## src/rtl/text_pkg.sv

```systemverilog
// Shared definitions for the character-grid text renderer.
//   CHAR_W      : width of a character code held in the buffer
//   GLYPH_ROWS  : scanlines per character cell (font glyph height)
//   GLYPH_COLS  : pixels per character cell (font glyph width)
//   ROM_AW      : font ROM address width, {char, glyph_row}
//   state_t     : controller FSM states
package text_pkg;

  localparam int CHAR_W     = 7;
  localparam int GLYPH_ROWS = 16;
  localparam int GLYPH_COLS = 8;
  localparam int ROM_AW     = 11;

  typedef enum logic {
    IDLE  = 1'b0,
    CLEAR = 1'b1
  } state_t;

endpackage

```

## src/rtl/text_char_buf.sv

```systemverilog
// Character buffer: CELLS x CHAR_W register file.
// One combinational read port (display side) and one synchronous write
// port (host writes and bulk clear). Contents are not reset.
//   clk   : system clock
//   we    : write enable, sampled on the rising edge
//   waddr : write cell index
//   wdata : character code to store
//   raddr : read cell index
//   rdata : character code at raddr, same cycle
module text_char_buf
  import text_pkg::*;
#(
  parameter int CELLS = 64,
  parameter int IDX_W = $clog2(CELLS)
) (
  input  logic              clk,
  input  logic              we,
  input  logic [IDX_W-1:0]  waddr,
  input  logic [CHAR_W-1:0] wdata,
  input  logic [IDX_W-1:0]  raddr,
  output logic [CHAR_W-1:0] rdata
);

  // Addresses at or past CELLS are possible when CELLS is not a power of
  // two; such writes are dropped and such reads return 0.
  localparam logic [IDX_W:0] CELLS_L = (IDX_W+1)'(CELLS);

  logic [CHAR_W-1:0] mem [CELLS];

  always_ff @(posedge clk) begin
    if (we && ({1'b0, waddr} < CELLS_L)) begin
      mem[waddr] <= wdata;
    end
  end

  assign rdata = ({1'b0, raddr} < CELLS_L) ? mem[raddr] : '0;

endmodule

```

## src/rtl/text_tile_ctrl.sv

```systemverilog
// Character-grid text renderer controller.
// Maps the raster position onto a COLS x ROWS grid of 8x16 cells, looks the
// cell's character up in the character buffer, drives the external font ROM
// and turns the returned glyph row into a pixel colour with a fixed 3-cycle
// latency. The host writes cells through a valid/ready port; a bulk clear
// fills every cell with CLR_CHAR, one cell per cycle.
//   clk, reset_n      : clock, synchronous active-low reset
//   PIXEL_H, PIXEL_V  : current raster column / line
//   PIXEL             : rendered colour, 3 cycles after PIXEL_H/PIXEL_V
//   rom_addr          : registered font ROM address {char, glyph_row}
//   rom_data          : font ROM data, valid 1 cycle after rom_addr
//   wr_valid/wr_ready : host write handshake
//   wr_col, wr_row    : host write target cell
//   wr_char           : host write character code
//   clear_req         : pulse to start a bulk clear
//   busy              : bulk clear in progress
module text_tile_ctrl
  import text_pkg::*;
#(
  parameter int              COLS     = 16,
  parameter int              ROWS     = 4,
  parameter int              H_START  = 0,
  parameter int              V_START  = 0,
  parameter logic [2:0]      FG       = 3'b111,
  parameter logic [2:0]      BG       = 3'b000,
  parameter logic [6:0]      CLR_CHAR = 7'h20
) (
  input  logic                     clk,
  input  logic                     reset_n,
  input  logic [10:0]              PIXEL_H,
  input  logic [10:0]              PIXEL_V,
  output logic [2:0]               PIXEL,
  output logic [ROM_AW-1:0]        rom_addr,
  input  logic [7:0]               rom_data,
  input  logic                     wr_valid,
  output logic                     wr_ready,
  input  logic [$clog2(COLS)-1:0]  wr_col,
  input  logic [$clog2(ROWS)-1:0]  wr_row,
  input  logic [CHAR_W-1:0]        wr_char,
  input  logic                     clear_req,
  output logic                     busy
);

  localparam int CELLS  = COLS * ROWS;
  localparam int IDX_W  = $clog2(CELLS);
  localparam int GRID_W = GLYPH_COLS * COLS;
  localparam int GRID_H = GLYPH_ROWS * ROWS;

  // Controller state
  state_t            state, state_nx;
  logic [IDX_W-1:0]  clr_idx;

  // Buffer write port
  logic              cbuf_we;
  logic [IDX_W-1:0]  cbuf_waddr;
  logic [CHAR_W-1:0] cbuf_wdata;
  logic [IDX_W-1:0]  wr_idx;
  logic              wr_in_range;

  // Display pipeline
  logic [10:0]       rel_h_p0, rel_v_p0;
  logic              in_win_p0;
  logic [IDX_W-1:0]  cell_p0;
  logic [CHAR_W-1:0] char_p0;
  logic [3:0]        grow_p0;
  logic [2:0]        pix_bit_p0;
  logic              vld_p1, vld_p2;
  logic [2:0]        pix_bit_p1, pix_bit_p2;

  // ---------------------------------------------------------------
  // Stage 0: window test, cell index, combinational buffer read
  // ---------------------------------------------------------------
  assign rel_h_p0   = PIXEL_H - 11'(H_START);
  assign rel_v_p0   = PIXEL_V - 11'(V_START);
  assign in_win_p0  = (32'(PIXEL_H) >= H_START) && (32'(rel_h_p0) < GRID_W) &&
                      (32'(PIXEL_V) >= V_START) && (32'(rel_v_p0) < GRID_H);
  assign cell_p0    = in_win_p0 ?
                      IDX_W'(32'(rel_v_p0[10:4]) * COLS + 32'(rel_h_p0[10:3])) : '0;
  assign grow_p0    = rel_v_p0[3:0];
  assign pix_bit_p0 = rel_h_p0[2:0];

  text_char_buf #(
    .CELLS (CELLS),
    .IDX_W (IDX_W)
  ) u_char_buf (
    .clk   (clk),
    .we    (cbuf_we),
    .waddr (cbuf_waddr),
    .wdata (cbuf_wdata),
    .raddr (cell_p0),
    .rdata (char_p0)
  );

  // ---------------------------------------------------------------
  // Stage 1: font ROM address registered
  // Stage 2: font ROM data arrives
  // Stage 3: pixel colour registered
  // ---------------------------------------------------------------
  always_ff @(posedge clk) begin
    if (!reset_n) begin
      rom_addr <= '0;
      vld_p1   <= 1'b0;
      vld_p2   <= 1'b0;
      PIXEL    <= BG;
    end else begin
      rom_addr <= in_win_p0 ? {char_p0, grow_p0} : '0;
      vld_p1   <= in_win_p0;
      vld_p2   <= vld_p1;
      PIXEL    <= (vld_p2 && rom_data[3'd7 - pix_bit_p2]) ? FG : BG;
    end
  end

  always_ff @(posedge clk) begin
    pix_bit_p1 <= pix_bit_p0;
    pix_bit_p2 <= pix_bit_p1;
  end

  // ---------------------------------------------------------------
  // Host write / bulk clear arbitration
  // ---------------------------------------------------------------
  assign wr_idx      = IDX_W'(32'(wr_row) * COLS + 32'(wr_col));
  assign wr_in_range = (32'(wr_col) < COLS) && (32'(wr_row) < ROWS);

  always_comb begin
    state_nx   = state;
    wr_ready   = 1'b0;
    cbuf_we    = 1'b0;
    cbuf_waddr = '0;
    cbuf_wdata = '0;
    case (state)
      IDLE: begin
        wr_ready = 1'b1;
        // Out-of-range targets are accepted but never reach the buffer.
        if (wr_valid && wr_in_range) begin
          cbuf_we    = 1'b1;
          cbuf_waddr = wr_idx;
          cbuf_wdata = wr_char;
        end
        if (clear_req) begin
          state_nx = CLEAR;
        end
      end
      CLEAR: begin
        cbuf_we    = 1'b1;
        cbuf_waddr = clr_idx;
        cbuf_wdata = CLR_CHAR;
        if (clr_idx == IDX_W'(CELLS - 1)) begin
          state_nx = IDLE;
        end
      end
    endcase
    // A reset edge aborts the clear without writing the current cell.
    if (!reset_n) begin
      cbuf_we = 1'b0;
    end
  end

  always_ff @(posedge clk) begin
    if (!reset_n) begin
      state   <= IDLE;
      clr_idx <= '0;
    end else begin
      state <= state_nx;
      if (state == IDLE) begin
        clr_idx <= '0;
      end else begin
        clr_idx <= clr_idx + 1'b1;
      end
    end
  end

  assign busy = (state == CLEAR);

endmodule

```

## config.mk

```make
export PLATFORM = sky130hd
export DESIGN_NAME = text_tile_ctrl
export DESIGN_NICKNAME = d
export VERILOG_FILES = /design/src/rtl/text_pkg.sv /design/src/rtl/text_char_buf.sv /design/src/rtl/text_tile_ctrl.sv
export SDC_FILE = /design/constraint.sdc
export NUM_CORES = 1
export LEC_CHECK = 0
export CORE_MARGIN = 4
export CORE_UTILIZATION = 35
export DETAILED_ROUTE_END_ITERATION = 8
export PLACE_DENSITY = 0.54
export SLEW_MARGIN = 5
export SYNTH_ARGS = -nofsm -noshare
export SYNTH_HDL_FRONTEND = slang
export SYNTH_SLANG_ARGS = --single-unit
```

## constraint.sdc

```tcl
create_clock -name clk -period 3.1 [get_ports clk]
set_input_delay 0.465 -clock clk [delete_from_list [all_inputs] [get_ports clk]]
set_output_delay 0.465 -clock clk [all_outputs]
set_load 0.02 [all_outputs]
```

Word-level counts from Yosys, hierarchy flattened
Memory sizes are Yosys's and may differ from the RTL's. A register that Yosys moved wholly into a read port is not among the register bits.
Index checks and enable logic that the tools add are counted.
{"block": "classes", "n_bitwise": 1, "n_addsub": 4, "order_cmp": 3, "eq_ne": 1, "n_mux": 17, "reduce_logical": 5}
{"op": "7-bit case mux with 2 select lines", "n": 1}
{"op": "6-bit two-way mux", "n": 2}
{"op": "6-bit case mux with 2 select lines", "n": 1}
{"op": "11-bit by 7-bit < comparator with 1-bit output (second input constant)", "n": 1}
{"op": "11-bit by 8-bit < comparator with 1-bit output (second input constant)", "n": 1}
{"op": "1-bit two-way mux", "n": 8}
{"op": "7-bit two-way mux", "n": 1}
{"op": "6-bit by 1-bit adder with 6-bit output (second input constant)", "n": 1}
{"op": "6-bit by 4-bit adder with 6-bit output", "n": 1}
{"op": "6-bit adder", "n": 1}
{"op": "6-bit equality test (second input constant)", "n": 1}
{"op": "3-bit by 4-bit < comparator with 1-bit output (second input constant)", "n": 1}
{"op": "1-bit case mux with 2 select lines", "n": 2}
{"op": "2-bit AND reduction", "n": 2}
{"op": "1-bit binary-select mux with 3-bit select", "n": 1}
{"op": "3-bit two-way mux", "n": 1}
{"op": "3-bit subtractor (first input constant)", "n": 1}
{"op": "1-bit logical AND", "n": 2}
{"op": "1-bit zero test", "n": 1}
{"op": "1-bit NOT", "n": 1}
{"block": "totals", "input_bits": 47, "out_inout_bits": 16, "memories": 1, "word_cells": 40, "mem_bits_rw": 448, "ff_bits": 29}
{"name": "u_char_buf.mem", "words": 64, "word_bits": 7, "read_ports": 1, "rd_clocked_by_memory_dff": 1, "wr": 1, "line": "text_char_buf.sv:28", "source": "logic [CHAR_W-1:0] mem [CELLS];"}

Depth between registers and ports, before layout
Gate-level depths: netlist (run 1).
{"block": "logic_depth", "word_depth": 5, "ltp_mapped": 10, "mapped_depth_nobuf": 7}

By module
A second synthesis (run 1) with hierarchy kept.
{"block": "hier_totals", "hier_cells": 924, "hier_area_um2": 18550.3}
{"module": "text_char_buf", "seq_area_each_um2": 13452.9, "cells_per_inst": 820, "instances": 1, "area_per_inst_um2": 17495.5}
{"module": "text_tile_ctrl", "seq_area_each_um2": 540.5, "cells_per_inst": 104, "instances": 1, "area_per_inst_um2": 1054.8}

Least setup slack after synthesis (run 1)
Ideal clock, no wire load.
{"block": "synth_path", "path_kind": "input to register", "from": "input PIXEL_V[10]", "to": "register rom_addr[6], read port of u_char_buf.mem", "arrival_time_ps": 2651, "required_ps": 2966, "setup_time_ps": 134, "path_buffers": 2, "setup_slack_ps": 315, "path_stages": 8, "cell_sequence": "or4_1 > buf_2 > or4_4 > buf_6 > a22oi_1 > a22oi_1 > o221a_1 > or4_1"}
{"block": "synth_between", "elab_chain_len": 4, "elab_cells_between_ends": 5, "classes_between": "order compare (1); mux (1); reduce/logical (3)"}
{"element": "from (decl)", "line": "text_tile_ctrl.sv:31", "source": "input logic [10:0] PIXEL_V,"}
{"element": "11-bit by 7-bit < comparator with 1-bit output *", "line": "text_tile_ctrl.sv:76", "source": "(32'(PIXEL_V) >= V_START) && (32'(rel_v_p0) < GRID_H);"}
{"element": "1-bit logical AND *", "line": "text_tile_ctrl.sv:76"}
{"element": "2-bit AND reduction (no line)"}
{"element": "1-bit zero test (no line)"}
{"element": "to (decl)", "line": "text_tile_ctrl.sv:33", "source": "output logic [ROM_AW-1:0] rom_addr,"}
Every way passes the cells marked *; elsewhere a longest branch is shown, timed or not.
A chain may end at the register's enable or synchronous reset.

Worst setup path in the final report (run 1)
{"block": "layout_path", "from": "input PIXEL_H[9]", "to": "register rom_addr[8], read port of u_char_buf.mem"}
{"block": "layout_between", "elab_chain_len": 4, "elab_cells_between_ends": 5, "classes_between": "order compare (1); mux (1); reduce/logical (3)"}
{"element": "from (decl)", "line": "text_tile_ctrl.sv:30", "source": "input logic [10:0] PIXEL_H,"}
{"element": "11-bit by 8-bit < comparator with 1-bit output *", "line": "text_tile_ctrl.sv:75", "source": "assign in_win_p0 = (32'(PIXEL_H) >= H_START) && (32'(rel_h_p0) < GRID_W) &&"}
{"element": "1-bit logical AND *", "line": "text_tile_ctrl.sv:76"}
{"element": "2-bit AND reduction (no line)"}
{"element": "1-bit zero test (no line)"}
Marked as above.

==> out/summary.md, run 1 <==
The run gives 63 as the I/O pin count. The average instance area after synthesis is 15.3 um2, and the number of non-filler instances in the completed layout is 2235. Overall power consumption after layout is estimated at 0.0136 W. The first global-routing pass estimated 81100 um of wire. Detailed placement finished with a half-perimeter wire length of 37500 um. Counting I/O delays and the setup requirement, the final critical path takes 2970 ps.

The vertical extent of the die came out at 242 um. Reg-to-reg critical path startpoint: busy. The final route contains 12200 vias. In the post-synthesis netlist, the biggest area contributors are sky130_fd_sc_hd__edfxtp_1, sky130_fd_sc_hd__mux2i_1, sky130_fd_sc_hd__dfxtp_1. Entering global routing, the biggest net connects 76 pins.

For the worst-skew pair, the clock arrives at the later sink with an insertion delay of 580 ps. The via count of the first global-routing pass was 12100. In the final layout, flip-flops and latches occupy 14000 um2. The via-per-instance ratio is 5.47, and the H-tree depth reported by CTS is 2.

The number of flip-flops and latches in the synthesized netlist was 475. For this design the ratio of total power to cell area is 573 nW/um2. For the yosys synthesis warning count, the log shows 0. After detailed routing, the number of remaining DRC violations is 0. In this run, synthesis inferred 448 flip-flops with an integrated enable. The endpoint identified for the worst register-to-register timing path is u_char_buf.mem[55][5]. The congestion estimate from routability-driven global placement came to 0.900. After the last flow step, the layout net total stands at 1548. The cell at the root of the clock tree is sky130_fd_sc_hd__clkbuf_16. The multi-input combinational cells in the finished layout cover a total of 4790 um2. The initial antenna violation count was 3.

The final routed wire length divided by cell count came out at 24.7 um. For the worst flop-to-flop path, the logic depth is 5. Actual transition at the worst max-transition pin: 668 ps.

In this run the cell area of the synthesized design comes to 19100 um2. The worst setup path is captured at a register. For the number of fill cells, the log shows 4738. In the global route stage, overall resource usage came out at 18.5%.

The total non-filler cell area in the finished layout is 23800 um2. The worst pin sits at a relative slew slack of 55.3%. STA classifies the critical path startpoint as an input pin. The logs give 0 for the count of hold buffers inserted by post-cts repair and 0 for the number of hold violations in the final report. The run finished with clean final reports. Sorting the synthesized cells by how often they occur yields sky130_fd_sc_hd__edfxtp_1, sky130_fd_sc_hd__nand2_1, sky130_fd_sc_hd__nor2_1. For this block, the routed nets add up to 55200 um of wire. Wire segments on met2 add up to 26200 um in the final route. Initial core utilization: 35.4%. The signal arrival time at the worst endpoint was 3510 ps; the reg-to-reg setup timing slack was 650 ps. The floorplan step set the die width to 242 um. Critical path capture point: rom_addr[8].

Clock edge transition at the registers on the reported setup and hold paths: 60 ps. The number of search-and-repair iterations in the first detailed-routing pass came out at 5. The distinct cell type count of the synthesized netlist was 73; the area of the die was 58400 um2. The static leakage is 8.11 nW, and the highest net fanout along the worst path is 23. The maximum operating frequency came out at 336 MHz. The tool flagged a number of max-cap violations equal to 0. In this run the remaining antenna-violating nets after routing total 0. For the worst setup path, the data required time is 3630 ps. The floorplan row count was 85.

Total routed wire length on the met1 layer: 24000 um. For this run, asynchronously set or reset flops after synthesis account for 0%. On the final layout, the worst clock skew is 15.1 ps.

Setup repair after global routing left no endpoint under its margin. IR analysis of the VDD net gives a maximum drop of 0.000425 V. Clock tree synthesis found a total of 475 sinks. After the first detailed-routing iteration, the DRC count stood at 1276. TritonCTS built the clock tree. The number of nets in the synthesized netlist is 1301.

The critical path is of the in -> reg type. In this run the cell area measured after placement is 22100 um2. sky130_fd_sc_hd__edfxtp_1 takes more of the synthesized area than any other cell.

For this run, the leading register cell type out of synthesis is sky130_fd_sc_hd__edfxtp_1. The most critical setup path has its startpoint at PIXEL_H[9]. The count of input and output buffers is 62, and the area fraction of the dominant cell type after synthesis is 70.4%. Top layer used by detailed routing: met4. From synthesis to final layout, the design area changed by 24.4%. The tools report the maximum root-to-sink buffer count as 3. The min-delay analysis places its worst path in the category reg -> reg.

The number of slew-limit violations in the final report is 0, and the sequential fraction of the synthesis area is 73.2%. Setup violations remaining at the end of the flow were counted as 0. The worst path uses 96.0% of the clock period.

In the detailed route, the total length drawn on met3 is 4090 um. The logs give 51 for the clock buffer count from CTS and 2142 for the number of cells after detailed placement. For this run the aggregate overflow at the end of global routing stands at 0.

The most frequent cell after synthesis is sky130_fd_sc_hd__edfxtp_1. The core footprint came out at 53900 um2. In the final layout, the share of cells above drive strength 1 is 23.5%. The number of instances in the synthesized netlist is 1252.
[per-stage QoR]
step / hold slack [ps] / setup TNS (ps) / util (%) / setup slack, ps
after floorplan: 310 / 0 / - / 315
after global placement: 312 / -2720 / 41.0 / -538
after detailed placement: 312 / -3110 / 41.0 / -584
after CTS: 297 / 0 / 44.0 / 26.8
after global routing: 303 / 0 / 44.1 / 51.2
final: 325 / 0 / 44.1 / 125
[state kept, by name, summed over array words and instances (netlist names)]
name,count
vld_p2,1
vld_p1,1
clr_idx,6
busy,1
pix_bit_p2,3
PIXEL,1
rom_addr,11
u_char_buf.mem,448
pix_bit_p1,3
[cells in the final DEF (no fill, tap or decap), types with 9 or more instances in the layout]
master and count:
sky130_fd_sc_hd__inv_1 12, sky130_fd_sc_hd__nand2_1 119, sky130_fd_sc_hd__clkinv_2 13, sky130_fd_sc_hd__o41ai_1 11, sky130_fd_sc_hd__a311oi_1 9, sky130_fd_sc_hd__nor3_1 11, sky130_fd_sc_hd__mux2_2 19, sky130_fd_sc_hd__mux4_2 22
sky130_fd_sc_hd__clkbuf_16 53, sky130_fd_sc_hd__mux2i_1 55, sky130_fd_sc_hd__o21ai_0 18, sky130_fd_sc_hd__a21oi_1 33, sky130_fd_sc_hd__o211ai_1 19, sky130_fd_sc_hd__nand4_1 11, sky130_fd_sc_hd__clkdlybuf4s50_1 59, sky130_fd_sc_hd__buf_12 19
sky130_fd_sc_hd__o22ai_1 26, sky130_fd_sc_hd__buf_4 191, sky130_fd_sc_hd__dfxtp_1 27, sky130_fd_sc_hd__nand3_1 25, sky130_fd_sc_hd__a211oi_1 19, sky130_fd_sc_hd__edfxtp_1 448, sky130_fd_sc_hd__nor2_1 100, sky130_fd_sc_hd__nor4_1 9
[final cells by class]
class	instances	share of cell area [%]
Timing Repair Buffer	271	10.2
Multi-Input combinational cell	687	20.2
Tap cell	696	3.66
Clock inverter	26	0.927
Clock buffer	66	6.00
Inverter	13	0.205
Sequential cell	475	58.9
Antenna cell	1	0.0105
[metal layers]
layer,up-vias,GRT usage (%)
li1,5489,-
met1,6176,26.0
met2,479,30.1
met3,72,3.89
met4,0,3.84
met5,-,0
[worst max-delay path: stages]
cell and delay, ps:
sky130_fd_sc_hd__clkdlybuf4s50_1 440, sky130_fd_sc_hd__or4_1 630, sky130_fd_sc_hd__or3_2 630, sky130_fd_sc_hd__buf_12 220, sky130_fd_sc_hd__buf_12 160, sky130_fd_sc_hd__mux2i_1 110
sky130_fd_sc_hd__a32o_1 200, sky130_fd_sc_hd__a311oi_1 410, sky130_fd_sc_hd__a221o_1 220
[worst min path at each step]
| stage | from | to | slack (ps) | cells past startpoint |
|---|---|---|---|---|
| after detailed placement | pix_bit_p1[1] | pix_bit_p2[1] | 310 | 0 |
| final | pix_bit_p1[2] | pix_bit_p2[2] | 330 | 0 |
| after CTS | PIXEL_H[0] | pix_bit_p1[0] | 300 | 1 |
| after global placement | pix_bit_p1[2] | pix_bit_p2[2] | 310 | 0 |
| after global routing | PIXEL_H[0] | pix_bit_p1[0] | 300 | 1 |
| after floorplan | pix_bit_p1[0] | pix_bit_p2[0] | 310 | 0 |
[what timing repair did]
| item | in CTS | in global routing |
|---|---|---|
| gates resized for setup | 0 | 3 |
| setup buffers | 0 | 0 |
| endpoints found under the setup margin | 0 | 2 |
[where the power goes]
group	switching (W)	internal (W)	total (W)
combinational	0.000404	0.000236	0.000640
clock	0.00244	0.00349	0.00593
sequential	0.00000831	0.00704	0.00705
[cell families after synthesis]
kind of cell    share of synthesized area (%)
mux                                      6.59
simple gates                             8.45
flops                                    73.2
fa+ha+maj                               0.131
compound gates                           9.38
buf+inv                                  1.95
xor+xnor                                0.275
Power figures use the tool's default switching activity.
==> inputs of run 2 (changes only) <==
--- a/config.mk
+++ b/config.mk
@@ -5,8 +5,8 @@
 export SDC_FILE = /design/constraint.sdc
 export NUM_CORES = 1
 export LEC_CHECK = 0
-export CORE_MARGIN = 4
 export CORE_UTILIZATION = 35
+export CTS_CLUSTER_SIZE = 8
 export DETAILED_ROUTE_END_ITERATION = 8
 export PLACE_DENSITY = 0.54
 export SLEW_MARGIN = 5
==> run 2 against run 1 <==
Compared with the run above: total power up 6.8%; clock power up 16%; count of clock-buffer cells in the layout up 35; sequential power about the same; die area down 4.9%; combinational power about the same; global-route usage up 1.7 points; design area up 1.3%.
==> out/summary.md, run 2 (same netlist as run 1, synthesis figures left out) <==
The tools report the setup-violating endpoint count in the final report as 0 (unchanged). The number of hold violations in the final report is 0 (unchanged). The power density over cell area is 605 nW/um2 (was 573 nW/um2). The buffer and inverter count on the worst path was 3 (unchanged); the number of non-filler instances in the completed layout was 2255 (was 2235).

The register area came out at 14000 um2 (unchanged). For the combined global-route utilization of all metal layers, the log shows 20.2% (was 18.5%). Setup repair after global routing left no endpoint under its margin. The post-place instance area is 22100 um2 (about the same), and the horizontal die dimension is 236 um (was 242 um). The delay contributed by the slowest stage of the critical path was 640 ps (was 630 ps); the count of hold buffers inserted by post-cts repair was 0 (unchanged). The critical setup path kind is in -> reg (unchanged). The actual transition at the worst max-transition pin was 652 ps (was 668 ps). The number of slew-limit violations in the final report is 0 (unchanged), and the count of buffers added by post-CTS timing repair for setup is 0 (unchanged). The vertical extent of the die was 236 um (was 242 um). Kind of start point of the critical path: an input pin (unchanged).

The global routing usage on met1 is 27.5% (was 26.0%), and the total non-filler cell area in the finished layout is 24100 um2 (was 23800 um2). The shortest clock period the worst path allows after layout was 3000 ps (was 2970 ps). The number of maximum-capacitance constraint violations was 0 (unchanged); the static leakage was 8.25 nW (was 8.11 nW).

The met2 capacity usage during global routing is 32.7% (was 30.1%), and the first-pass GRT wire length is 81900 um (was 81100 um). The share of final-layout standard cells stronger than drive strength 1 came out at 23.2% (was 23.5%). The initial core utilization was 35.4% (unchanged); the highest net fanout along the worst path was 6 (was 23). The final clock period utilization by the worst path is 96.8% (was 96.0%), and the residual DRC count is 0 (unchanged). The final core utilization came out at 44.6% (was 44.1%). The number of search-and-repair iterations in the first detailed-routing pass was 5 (unchanged).

Worst path cell trace: clkdlybuf4s50_1, or4_1, or3_2, buf_4, o211ai_1, a21oi_1, a2111oi_0, buf_4, or4_1 (was clkdlybuf4s50_1, or4_1, or3_2, buf_12, buf_12, mux2i_1, a32o_1, a311oi_1, a221o_1). Area occupied by multi-input gates: 4780 um2 (was 4790 um2). The critical-path cell with the highest stage delay is sky130_fd_sc_hd__or4_1 (unchanged). The dominant delay contributor by cell family on the critical path is simple AND/OR/NAND/NOR gates (unchanged).

The pin count of the biggest net entering global routing was 76 (unchanged); the final antenna-violating net count was 0 (unchanged). The run gives 0.909 (was 0.900) as the final weighted congestion of routability-driven global placement. The tools report the signal arrival time at the worst endpoint as 3520 ps (was 3510 ps).

The largest register by flop count is u_char_buf.mem (unchanged). The run gives 1195 (was 1276) as the DRC violation total after the first TritonRoute iteration. The capturing element type of the critical path was a register (unchanged).

The run gives 0.0146 W (was 0.0136 W) as the total power consumption of the routed design. The logs give 600 ps (was 580 ps) for the insertion delay of the later-clocked pin in the worst-skew pair and 0 ps (unchanged) for the setup TNS. The via count of the first global-routing pass came out at 12300 (was 12100). The CTS sink count is 475 (unchanged), and the core footprint is 53900 um2 (unchanged). The run gives 63 (unchanged) as the I/O pin count.

The commonest non-fill, non-tap cell in the layout was sky130_fd_sc_hd__edfxtp_1 (unchanged). The logs give 3 (was 2) for the H-tree depth reported by CTS and 55.4% (was 55.3%) for the relative slew slack. The tools report the remaining global-route overflow as 0 (unchanged). The logs give 69 (was 51) for the clock buffer count from CTS and 0 (was 1) for the number of antenna cells inserted.

The number of flip-flops in the largest register was 448 (unchanged). The floorplan row count was 85 (unchanged). The total detailed-routing wirelength is 56000 um (was 55200 um). The highest-utilization routing layer at the global route stage is met2 (unchanged). The area of the die is 55500 um2 (was 58400 um2). The clock edge transition at the registers on the reported setup and hold paths works out to 50 ps (was 60 ps). Largest registers: u_char_buf.mem (448), rom_addr (11), clr_idx (6) (unchanged). Most frequent cells in the layout: sky130_fd_sc_hd__edfxtp_1, sky130_fd_sc_hd__buf_4, sky130_fd_sc_hd__nand2_1 (unchanged).

Layout-stage area growth over the synthesis result: 26.0% (was 24.4%). The number of cells after detailed placement came out at 2147 (was 2142). The cell at the root of the clock tree was sky130_fd_sc_hd__clkbuf_16 (unchanged). The estimated wirelength of the detail-placed design was 36900 um (was 37500 um); the via-per-instance ratio was 5.48 (was 5.47). The kind of path behind the tightest hold check was reg -> reg (unchanged). The flow ran to the end, and the final reports show no timing, DRC or antenna violations. The number of nets in the layout came out at 1571 (was 1548). The total via count after detailed routing was 12400 (was 12200); the final routed wire length divided by cell count was 24.8 um (was 24.7 um). The initial antenna violation count was 0 (was 3). TritonCTS built the clock tree.

Number of fill cells: 4798 (was 4738). The count of input and output buffers was 62 (unchanged); the maximum operating frequency was 333 MHz (was 336 MHz). The worst supply voltage drop on vdd is 0.000418 V (was 0.000425 V), and the clock skew is 25.1 ps (was 15.1 ps). The maximum root-to-sink buffer count came out at 3 (unchanged). The logs give 4.60% (was 3.89%) for the met3 routing resource usage after global routing and 3620 ps (was 3630 ps) for the critical path data required time.
[run 2: cell count changes in the layout (fill, tap and decap cells not counted), moves of 4 or more]
cell                        delta
sky130_fd_sc_hd__clkbuf_1     +23
sky130_fd_sc_hd__clkbuf_16    +17
sky130_fd_sc_hd__clkinv_2     -13
sky130_fd_sc_hd__buf_4         +9
sky130_fd_sc_hd__clkbuf_8      -5
sky130_fd_sc_hd__buf_12        -4
sky130_fd_sc_hd__clkinv_1      -4
[run 2: metrics by stage]
step,hold slack (ps),worst slack [ps]
floorplan,310,315
global placement,310,-523
detailed placement,312,-566
CTS,298,60.1
global route,305,64.6
finish,322,98.8
[run 2: final timing paths]
path	to	slack [ps]	from	depth (start not counted)
worst max-delay path	rom_addr[6]	100	PIXEL_H[9]	9
worst min-delay path	pix_bit_p2[0]	320	pix_bit_p1[0]	0
worst max register to register	u_char_buf.mem[6][5]	820	busy	6
worst min register to register	pix_bit_p2[0]	320	pix_bit_p1[0]	0
[run 2: power by group]
| part | total, W | leakage, nW | internal [W] | switching [W] |
|---|---|---|---|---|
| combinational | 0.000639 | 2.98 | 0.000237 | 0.000402 |
| clock | 0.00685 | 0.944 | 0.00416 | 0.00269 |
| sequential | 0.00707 | 4.32 | 0.00706 | 0.00000837 |
[run 2: cell type report]
cell class                 instances  share of cell area [%]
clock buffer                     101                    7.76
clock inverter                     7                   0.437
inverter                          13                   0.203
multi-input combinational        687                    19.9
sequential                       475                    58.1
tap                              696                    3.62
timing repair buffer             276                    9.98
[run 2: worst register-to-register path, cell delays in order, from the launching register on]
cell and delay, ps:
sky130_fd_sc_hd__dfxtp_1 390, sky130_fd_sc_hd__nor2b_1 110, sky130_fd_sc_hd__buf_4 160, sky130_fd_sc_hd__a22oi_1 360
sky130_fd_sc_hd__nand2_1 460, sky130_fd_sc_hd__nor2_1 300, sky130_fd_sc_hd__buf_4 210
[run 2: metal layers]
| layer | wire length (um) | vias up |
|---|---|---|
| met5 | 0 | - |
| met4 | 1120 | 0 |
| met3 | 4080 | 88 |
| met2 | 26600 | 477 |
| met1 | 24100 | 6269 |
| li1 | - | 5519 |
[run 2: repair_timing]
action / CTS / global route
endpoints found under the setup margin: 0 / 1
hold endpoints to repair: 0 / 0
gates resized for setup: 0 / 1
